$ cat config.mk
export PLATFORM = sky130hd
export DESIGN_NAME = fetch_align_buf
export DESIGN_NICKNAME = d
export VERILOG_FILES = /design/src/rtl/fetch_pkg.sv /design/src/rtl/fetch_line_align.sv /design/src/rtl/fetch_align_buf.sv
export SDC_FILE = /design/constraint.sdc
export NUM_CORES = 2
export LEC_CHECK = 0
export CORE_ASPECT_RATIO = 0.5
export CORE_MARGIN = 5
export CORE_UTILIZATION = 45
export CTS_BUF_LIST = sky130_fd_sc_hd__clkbuf_2
export CTS_CLUSTER_DIAMETER = 50
export DETAILED_ROUTE_END_ITERATION = 10
export PLACE_DENSITY = 0.72
export SLEW_MARGIN = 20
export SYNTH_ARGS = -nofsm -noshare
export SYNTH_HDL_FRONTEND = slang
export SYNTH_SLANG_ARGS = --single-unit
$ cat constraint.sdc
create_clock -name clk -period 51.8 [get_ports clk]
set_input_delay 10.36 -clock clk [delete_from_list [all_inputs] [get_ports clk]]
set_output_delay 10.36 -clock clk [all_outputs]
set_load 0.005 [all_outputs]
$ cat src/rtl/fetch_pkg.sv
// Shared definitions for the fetch alignment buffer: entry layout,
// controller state encoding and a constant-safe clog2 helper.
package fetch_pkg;

    // One instruction-buffer entry: {valid, is_jump, pc[31:0], instr[31:0]}
    localparam int ENTRY_W         = 66;
    localparam int ENTRY_INSTR_LSB = 0;
    localparam int ENTRY_PC_LSB    = 32;
    localparam int ENTRY_JUMP_BIT  = 64;
    localparam int ENTRY_VALID_BIT = 65;

    // Request controller states
    typedef enum logic [1:0] {
        ST_IDLE  = 2'd0,  // no request outstanding
        ST_WAIT  = 2'd1,  // request outstanding, response wanted
        ST_DRAIN = 2'd2   // request outstanding, response to be discarded
    } fetch_state_e;

    // Ceiling log2, usable in parameter expressions
    function automatic int clog2(input int value);
        int r;
        r = 0;
        while ((1 << r) < value) begin
            r = r + 1;
        end
        return r;
    endfunction

endpackage

$ cat src/rtl/fetch_line_align.sv
// Rotates an I-cache line so slot 0 holds the word at the fetch PC,
// attaches pc/valid/jump to every slot and counts how many slots are
// usable (stopping after the first predicted-taken jump).
module fetch_line_align
    import fetch_pkg::*;
#(
    parameter int FETCH_WIDTH = 4
) (
    input  logic [32*FETCH_WIDTH-1:0]      line_i,
    input  logic [31:0]                    pc_i,
    input  logic [FETCH_WIDTH-1:0]         vmask_i,
    input  logic [FETCH_WIDTH-1:0]         jmask_i,
    output logic [FETCH_WIDTH*ENTRY_W-1:0] entries_o,
    output logic [clog2(FETCH_WIDTH):0]    count_o
);

    localparam int OW = clog2(FETCH_WIDTH);
    localparam int PW = OW + 1;

    logic [OW-1:0] off;
    logic [PW-1:0] idx;
    logic [OW-1:0] word;
    logic          found;

    assign off = pc_i[OW+1:2];

    // Rotate/annotate each slot and find the truncation point
    always_comb begin
        entries_o = '0;
        count_o   = PW'(FETCH_WIDTH) - PW'(off);
        found     = 1'b0;
        idx       = '0;
        word      = '0;
        for (int i = 0; i < FETCH_WIDTH; i++) begin
            idx = PW'(off) + PW'(i);
            if (idx < PW'(FETCH_WIDTH)) begin
                word = idx[OW-1:0];
                entries_o[i*ENTRY_W+ENTRY_VALID_BIT]     = vmask_i[word];
                entries_o[i*ENTRY_W+ENTRY_JUMP_BIT]      = jmask_i[word];
                entries_o[i*ENTRY_W+ENTRY_PC_LSB +: 32]  = pc_i + 32'(4 * i);
                entries_o[i*ENTRY_W+ENTRY_INSTR_LSB +: 32] = line_i[int'(word)*32 +: 32];
                if (!found && jmask_i[word]) begin
                    count_o = PW'(i + 1);
                    found   = 1'b1;
                end
            end
        end
    end

endmodule

$ cat src/rtl/fetch_align_buf.sv
// Fetch alignment buffer: issues one I-cache request at a time, aligns the
// returned line to the fetch PC and feeds the instruction buffer, holding
// lines the IB cannot yet absorb in a small circular skid buffer.
//
// Handshakes: a request transfers on a cycle where req_valid & req_ready
// are both high; req_ready never depends on req_valid. push_num entries
// are consumed by the IB in the cycle they are presented (ib_free bounds it).
module fetch_align_buf
    import fetch_pkg::*;
#(
    parameter int FETCH_WIDTH   = 4,
    parameter int IB_WIDTH_LOG2 = 4,
    parameter int SKID_LINES    = 2
) (
    input  logic                           clk,
    input  logic                           rst,
    input  logic                           flush,
    input  logic                           req_valid,
    output logic                           req_ready,
    input  logic [31:0]                    req_pc,
    input  logic [FETCH_WIDTH-1:0]         req_vmask,
    input  logic [FETCH_WIDTH-1:0]         req_jmask,
    input  logic                           resp_valid,
    input  logic [32*FETCH_WIDTH-1:0]      resp_data,
    input  logic [IB_WIDTH_LOG2:0]         ib_free,
    output logic [clog2(FETCH_WIDTH):0]    push_num,
    output logic [FETCH_WIDTH*ENTRY_W-1:0] push_data,
    output logic [1:0]                     dbg_state
);

    localparam int OW  = clog2(FETCH_WIDTH);
    localparam int PW  = OW + 1;
    localparam int LW  = FETCH_WIDTH * ENTRY_W;
    localparam int SW  = (SKID_LINES > 1) ? clog2(SKID_LINES) : 1;
    localparam int OCW = clog2(SKID_LINES + 1);

    // Controller state and latched request metadata
    fetch_state_e           state_q;
    logic [31:0]            pc_q;
    logic [FETCH_WIDTH-1:0] vmask_q;
    logic [FETCH_WIDTH-1:0] jmask_q;

    // Skid buffer: per-line aligned entries, remaining count and read index
    logic [LW-1:0]  skid_line_q [SKID_LINES];
    logic [PW-1:0]  skid_cnt_q  [SKID_LINES];
    logic [PW-1:0]  skid_rd_q   [SKID_LINES];
    logic [SW-1:0]  hd_q;
    logic [SW-1:0]  tl_q;
    logic [OCW-1:0] occ_q;
    logic [OCW-1:0] occ_d;

    // Aligned response
    logic [LW-1:0] aln_entries;
    logic [PW-1:0] aln_n;

    // Head source selection
    logic [LW-1:0] head_line;
    logic [PW-1:0] head_rd;
    logic [PW-1:0] head_rem;

    logic          skid_ne;
    logic          resp_take;
    logic [PW-1:0] push_cnt;
    logic          pop;
    logic          wr;
    logic [PW-1:0] wr_rd;
    logic [PW-1:0] wr_cnt;
    logic          accept;
    logic [PW-1:0] rd_idx;

    fetch_line_align #(
        .FETCH_WIDTH (FETCH_WIDTH)
    ) u_align (
        .line_i    (resp_data),
        .pc_i      (pc_q),
        .vmask_i   (vmask_q),
        .jmask_i   (jmask_q),
        .entries_o (aln_entries),
        .count_o   (aln_n)
    );

    assign skid_ne   = (occ_q != '0);
    assign resp_take = (state_q == ST_WAIT) && resp_valid && !flush;
    assign dbg_state = state_q;

    // Older skid contents always drain before a newly arriving line
    always_comb begin
        head_line = '0;
        head_rd   = '0;
        head_rem  = '0;
        if (skid_ne) begin
            head_line = skid_line_q[hd_q];
            head_rd   = skid_rd_q[hd_q];
            head_rem  = skid_cnt_q[hd_q];
        end else if (resp_take) begin
            head_line = aln_entries;
            head_rd   = '0;
            head_rem  = aln_n;
        end
    end

    // Push as many head entries as the IB has room for; flush pushes nothing
    always_comb begin
        push_cnt = '0;
        if (!flush) begin
            if (32'(ib_free) >= 32'(head_rem)) begin
                push_cnt = head_rem;
            end else begin
                push_cnt = PW'(ib_free);
            end
        end
    end

    assign push_num = push_cnt;

    // Present head entries starting at the oldest unpushed one
    always_comb begin
        push_data = '0;
        rd_idx    = '0;
        for (int i = 0; i < FETCH_WIDTH; i++) begin
            rd_idx = head_rd + PW'(i);
            if (rd_idx < PW'(FETCH_WIDTH)) begin
                push_data[i*ENTRY_W +: ENTRY_W] =
                    head_line[int'(rd_idx[OW-1:0])*ENTRY_W +: ENTRY_W];
            end
        end
    end

    // Skid bookkeeping: pop a drained head, capture any unpushed response
    always_comb begin
        pop    = skid_ne && !flush && (push_cnt == head_rem);
        wr     = resp_take && (skid_ne || (aln_n > push_cnt));
        wr_rd  = skid_ne ? '0 : push_cnt;
        wr_cnt = skid_ne ? aln_n : (aln_n - push_cnt);
        occ_d  = occ_q + OCW'(wr) - OCW'(pop);
    end

    // A new request needs a skid line guaranteed free for its response
    always_comb begin
        req_ready = ((state_q == ST_IDLE) || ((state_q == ST_WAIT) && resp_valid))
                    && (32'(occ_d) < SKID_LINES) && !flush;
    end

    assign accept = req_valid && req_ready;

    // Skid buffer storage and pointers
    always_ff @(posedge clk or posedge rst) begin
        if (rst) begin
            hd_q  <= '0;
            tl_q  <= '0;
            occ_q <= '0;
            for (int i = 0; i < SKID_LINES; i++) begin
                skid_line_q[i] <= '0;
                skid_cnt_q[i]  <= '0;
                skid_rd_q[i]   <= '0;
            end
        end else if (flush) begin
            hd_q  <= '0;
            tl_q  <= '0;
            occ_q <= '0;
        end else begin
            if (skid_ne) begin
                if (pop) begin
                    hd_q <= (hd_q == SW'(SKID_LINES - 1)) ? '0 : hd_q + SW'(1);
                end else begin
                    skid_rd_q[hd_q]  <= head_rd + push_cnt;
                    skid_cnt_q[hd_q] <= head_rem - push_cnt;
                end
            end
            if (wr) begin
                skid_line_q[tl_q] <= aln_entries;
                skid_rd_q[tl_q]   <= wr_rd;
                skid_cnt_q[tl_q]  <= wr_cnt;
                tl_q <= (tl_q == SW'(SKID_LINES - 1)) ? '0 : tl_q + SW'(1);
            end
            occ_q <= occ_d;
        end
    end

    // Request controller and metadata capture
    always_ff @(posedge clk or posedge rst) begin
        if (rst) begin
            state_q <= ST_IDLE;
            pc_q    <= '0;
            vmask_q <= '0;
            jmask_q <= '0;
        end else begin
            case (state_q)
                ST_IDLE: begin
                    if (accept) state_q <= ST_WAIT;
                end
                ST_WAIT: begin
                    if (flush) begin
                        state_q <= resp_valid ? ST_IDLE : ST_DRAIN;
                    end else if (resp_valid) begin
                        state_q <= accept ? ST_WAIT : ST_IDLE;
                    end
                end
                ST_DRAIN: begin
                    if (resp_valid) state_q <= ST_IDLE;
                end
                default: state_q <= ST_IDLE;
            endcase
            if (accept) begin
                pc_q    <= req_pc;
                vmask_q <= req_vmask;
                jmask_q <= req_jmask;
            end
        end
    end

endmodule

==> results.yml <==
global_route:
  track_usage: 0.282
  grt_busiest_layer: "met2"
  grt_antenna_before_repair: 15
  met2_usage: 0.451
  grt_max_degree: 208
  grt_pass1_wl_um: 197000
  use_met3: 0.0463
  grt_pass1_vias: 34200
  grt_util_met1: 0.363
  grt.overflow.total: 0
placement:
  dp_hpwl_um: 79900
  dp.cells: 5351
  place.gp.congestion: 0.870
  portBuffers: 447
  place_ws_ns: 23.47
timing:
  finalCriticalPeriod_ns: 28.40
  slew_viol_final: 0
  final.setup_skew_ns: 0.0895
  relSlewSlack: 0.227
  fmax_mhz: 35.2
  final-setup-viol-count: 0
  layout_setup_ws_ns: 23.40
  tns_ns: 0
  worst_pin_slew_ns: 1.16
  period_share: 0.548
  rsz0062_at_grt: "false"
  hold_violations: 0
clock_network:
  cts.hold.buffers_added: 0
  post_cts_resized: 0
  cts-buffers-inserted: 143
  cts_setup_buffers: 0
  root_buffer: "clkbuf_2"
  clk_pin_slew_ns: 0.08
  clk_path_buf_depth: 3
  htreeDepth: 4
  tritoncts: "yes"
  cts.sinks: 584
  clk_latency_ns: 1.27
worst_setup_path:
  worst-path-buf-inv: 4
  critPathRequiredTime_ns: 41.44
  crit_top_cell: "ha_1"
  cp_cell_sequence: "clkdlybuf4s50_1 > buf_4 > nor4_4 > nand2_8 > o41ai_2 > ha_1 > nand2b_1 > a21o_1 > a211o_1 > nor3_1 > mux2i_1 > or2_2 > ha_1 > a21oi_1 > a21o_1 > o41ai_4 > o21ai_0 > ha_1 > inv_1 > ha_1 > xnor2_1 > xnor2_1 > a2111oi_0 > clkdlybuf4s50_1"
  r2r_cells: 23
  rrSetupSlack_ns: 42.06
  slowest_delay_ns: 0.79
  worstReg2RegStart: "pc_q[3]$_DFFE_PP0P_"
  crit_family: "compound AO/OA/AOI/OAI gates"
  crit_arrival_ns: 18.04
  worst_setup_path_end_kind: "output pin"
  start_kind: "input port"
  crit_type: "in -> out"
  worstReg2RegEnd: "skid_line_q[281]$_DFFE_PP0P_"
  critical_path.max_fanout: 113
  slowest_stage: "o41ai_2"
worst_hold_path:
  hold_class: "reg -> reg"
  holdPathStages: 2
  hold_path.startpoint: "skid_line_q[526]$_DFFE_PP0P_"
  hold-path-endpoint: "skid_line_q[526]$_DFFE_PP0P_"
layout:
  areaGrowthSynthToFinish_pct: 16.8
  nets: 4592
  layout-drive-gt1-share: 0.141
  num-fill-cells: 7412
  instances_no_fill: 5608
  final_cell_mix: "nand2_1, dfrtp_1, o21ai_0, clkdlybuf4s50_1, nor2_1"
  final_common_cell: "nand2_1"
logic_synthesis:
  avgSynthCellArea_um2: 8.92
  syn_nets: 4340
  ys_warn_count: 0
  ys_ff_latch: 584
  synth-edff-count: 0
  ys_seq_area_frac: 0.395
  synth-async-reset-ratio: 1.00
  synth_area_um2: 37000
  postSynthCellCount: 4144
  synth.distinct_cells: 66
  ys.flop_type: "dfrtp_1"
route:
  drt_iter0_drc: 3032
  drcViolationCount: 0
  wire_per_inst_um: 23.0
  ant_nets: 0
  vias_per_cell: 6.12
  dr.pass1.iters: 6
  vias: 34300
  totalWireLength_um: 129000
floorplan:
  core_um2: 81600
  dieWidth_um: 415
  die_h_um: 213
  io_pins: 448
  start_util: 0.453
  placementRows: 74
  die_area_um2: 88300
power:
  powerDensity_nw_per_um2: 53.7
  power.leakage_uw: 0.0181
  irDropWorstVdd_mv: 0.0494
run_status:
  outcome: "finished, final reports clean"
flow_run:
  maxCapViolations: 0
-- power breakdown --
part / internal [uW] / total [uW] / switching (uW)
clock network: 129 / 327 / 198
registers: 598 / 720 / 122
logic: 536 / 1270 / 737
total: 1260 / 2320 / 1060
-- through the flow --
step                      hold WS (ns)  instance area [um2]  utilization  total power (uW)
final                            0.483                43200        0.529              2320
after CTS                        0.489                43100        0.528              2310
after global routing             0.506                43200        0.529              2470
after global placement           0.456                41800        0.512              1940
after detailed placement         0.467                41800        0.512              1980
after floorplan                  0.444                37000            -              1530
-- worst max path at each step --
stage	start	end	cells past startpoint
finish	flush	req_ready	24
global route	flush	req_ready	24
CTS	flush	req_ready	24
detailed placement	flush	req_ready	24
global placement	flush	req_ready	24
floorplan	rst	dbg_state[0]$_DFFE_PP0P_	1
-- routing by layer --
metal	share of wire	wire, um
met3	0.068	8760
met5	0	0
met2	0.47	60600
met1	0.40	52300
met4	0.059	7590
-- sequential cells by signal, indices dropped and copies added, names as in the netlist --
name and count:
skid_line_q 526, skid_cnt_q 6, skid_rd_q 6, vmask_q 4
dbg_state 2, occ_q 2, pc_q 32, hd_q 1
jmask_q 4, tl_q 1
-- worst register-to-register path, cell delays in order (launching register included) --
cell and delay [ns]:
dfrtp_4 0.60, clkinv_2 0.19, ha_4 0.61, buf_4 0.68, mux2i_1 0.35, o22a_1 0.34, nor2_1 0.12, o41ai_2 0.46
ha_1 0.33, nand2b_1 0.15, a21o_1 0.19, a211o_1 0.29, nor3_1 0.37, mux2i_1 0.19, or2_2 0.39, ha_1 0.22
a21oi_1 0.30, a21o_1 0.17, o41ai_4 0.12, o21ai_4 0.19, buf_4 0.83, buf_4 0.99, buf_4 1.02, mux2_1 0.51
-- final cells by class --
class / instances / area, um2 / share of cell area
Multi-Input combinational cell: 3138 / 20700 / 0.480
Sequential cell: 584 / 14600 / 0.339
Timing Repair Buffer: 506 / 5000 / 0.116
Tap cell: 1102 / 1380 / 0.0319
Clock buffer: 203 / 1020 / 0.0235
Clock inverter: 35 / 274 / 0.00635
Inverter: 23 / 103 / 0.00238
Antenna cell: 17 / 42.5 / 0.000985
-- synth_stat cells (all sizes together), types with 4 or more instances --
library cell  number  area share
a211oi            56       0.012
a21o               5      0.0010
a21oi            180       0.024
a221o             12      0.0032
a31oi             23      0.0039
a32oi             17      0.0040
and2               6      0.0010
and3               5     0.00085
buf              156       0.020
clkbuf           243       0.025
dfrtp            584        0.40
ha                15      0.0051
inv               23      0.0023
mux2             247       0.080
mux2i            337       0.091
mux4              95       0.058
nand2            800       0.081
nand2b             7      0.0012
nand3             45      0.0061
nand4              4     0.00068
nor2             378       0.038
nor2b             12      0.0020
nor3              28      0.0039
nor4               7      0.0016
o211ai            13      0.0028
o21a               4     0.00081
o21ai            513       0.070
o221ai            39      0.0092
o22ai            198       0.034
or2               22      0.0038
or3                4     0.00068
xnor2             20      0.0047
xor2              18      0.0043
-- cells by family after synthesis --
kind of cell | after synthesis | share of synthesized area
AOI/OAI and AO/OA | 1082 | 0.170
xor gates and xnor gates | 38 | 0.00900
adders and majority gates | 18 | 0.00670
and+or+nand+nor | 1321 | 0.142
muxes | 679 | 0.229
DFF | 584 | 0.395
buffers and inverters | 422 | 0.0474
Note: power is estimated with default switching activity, not from simulation.
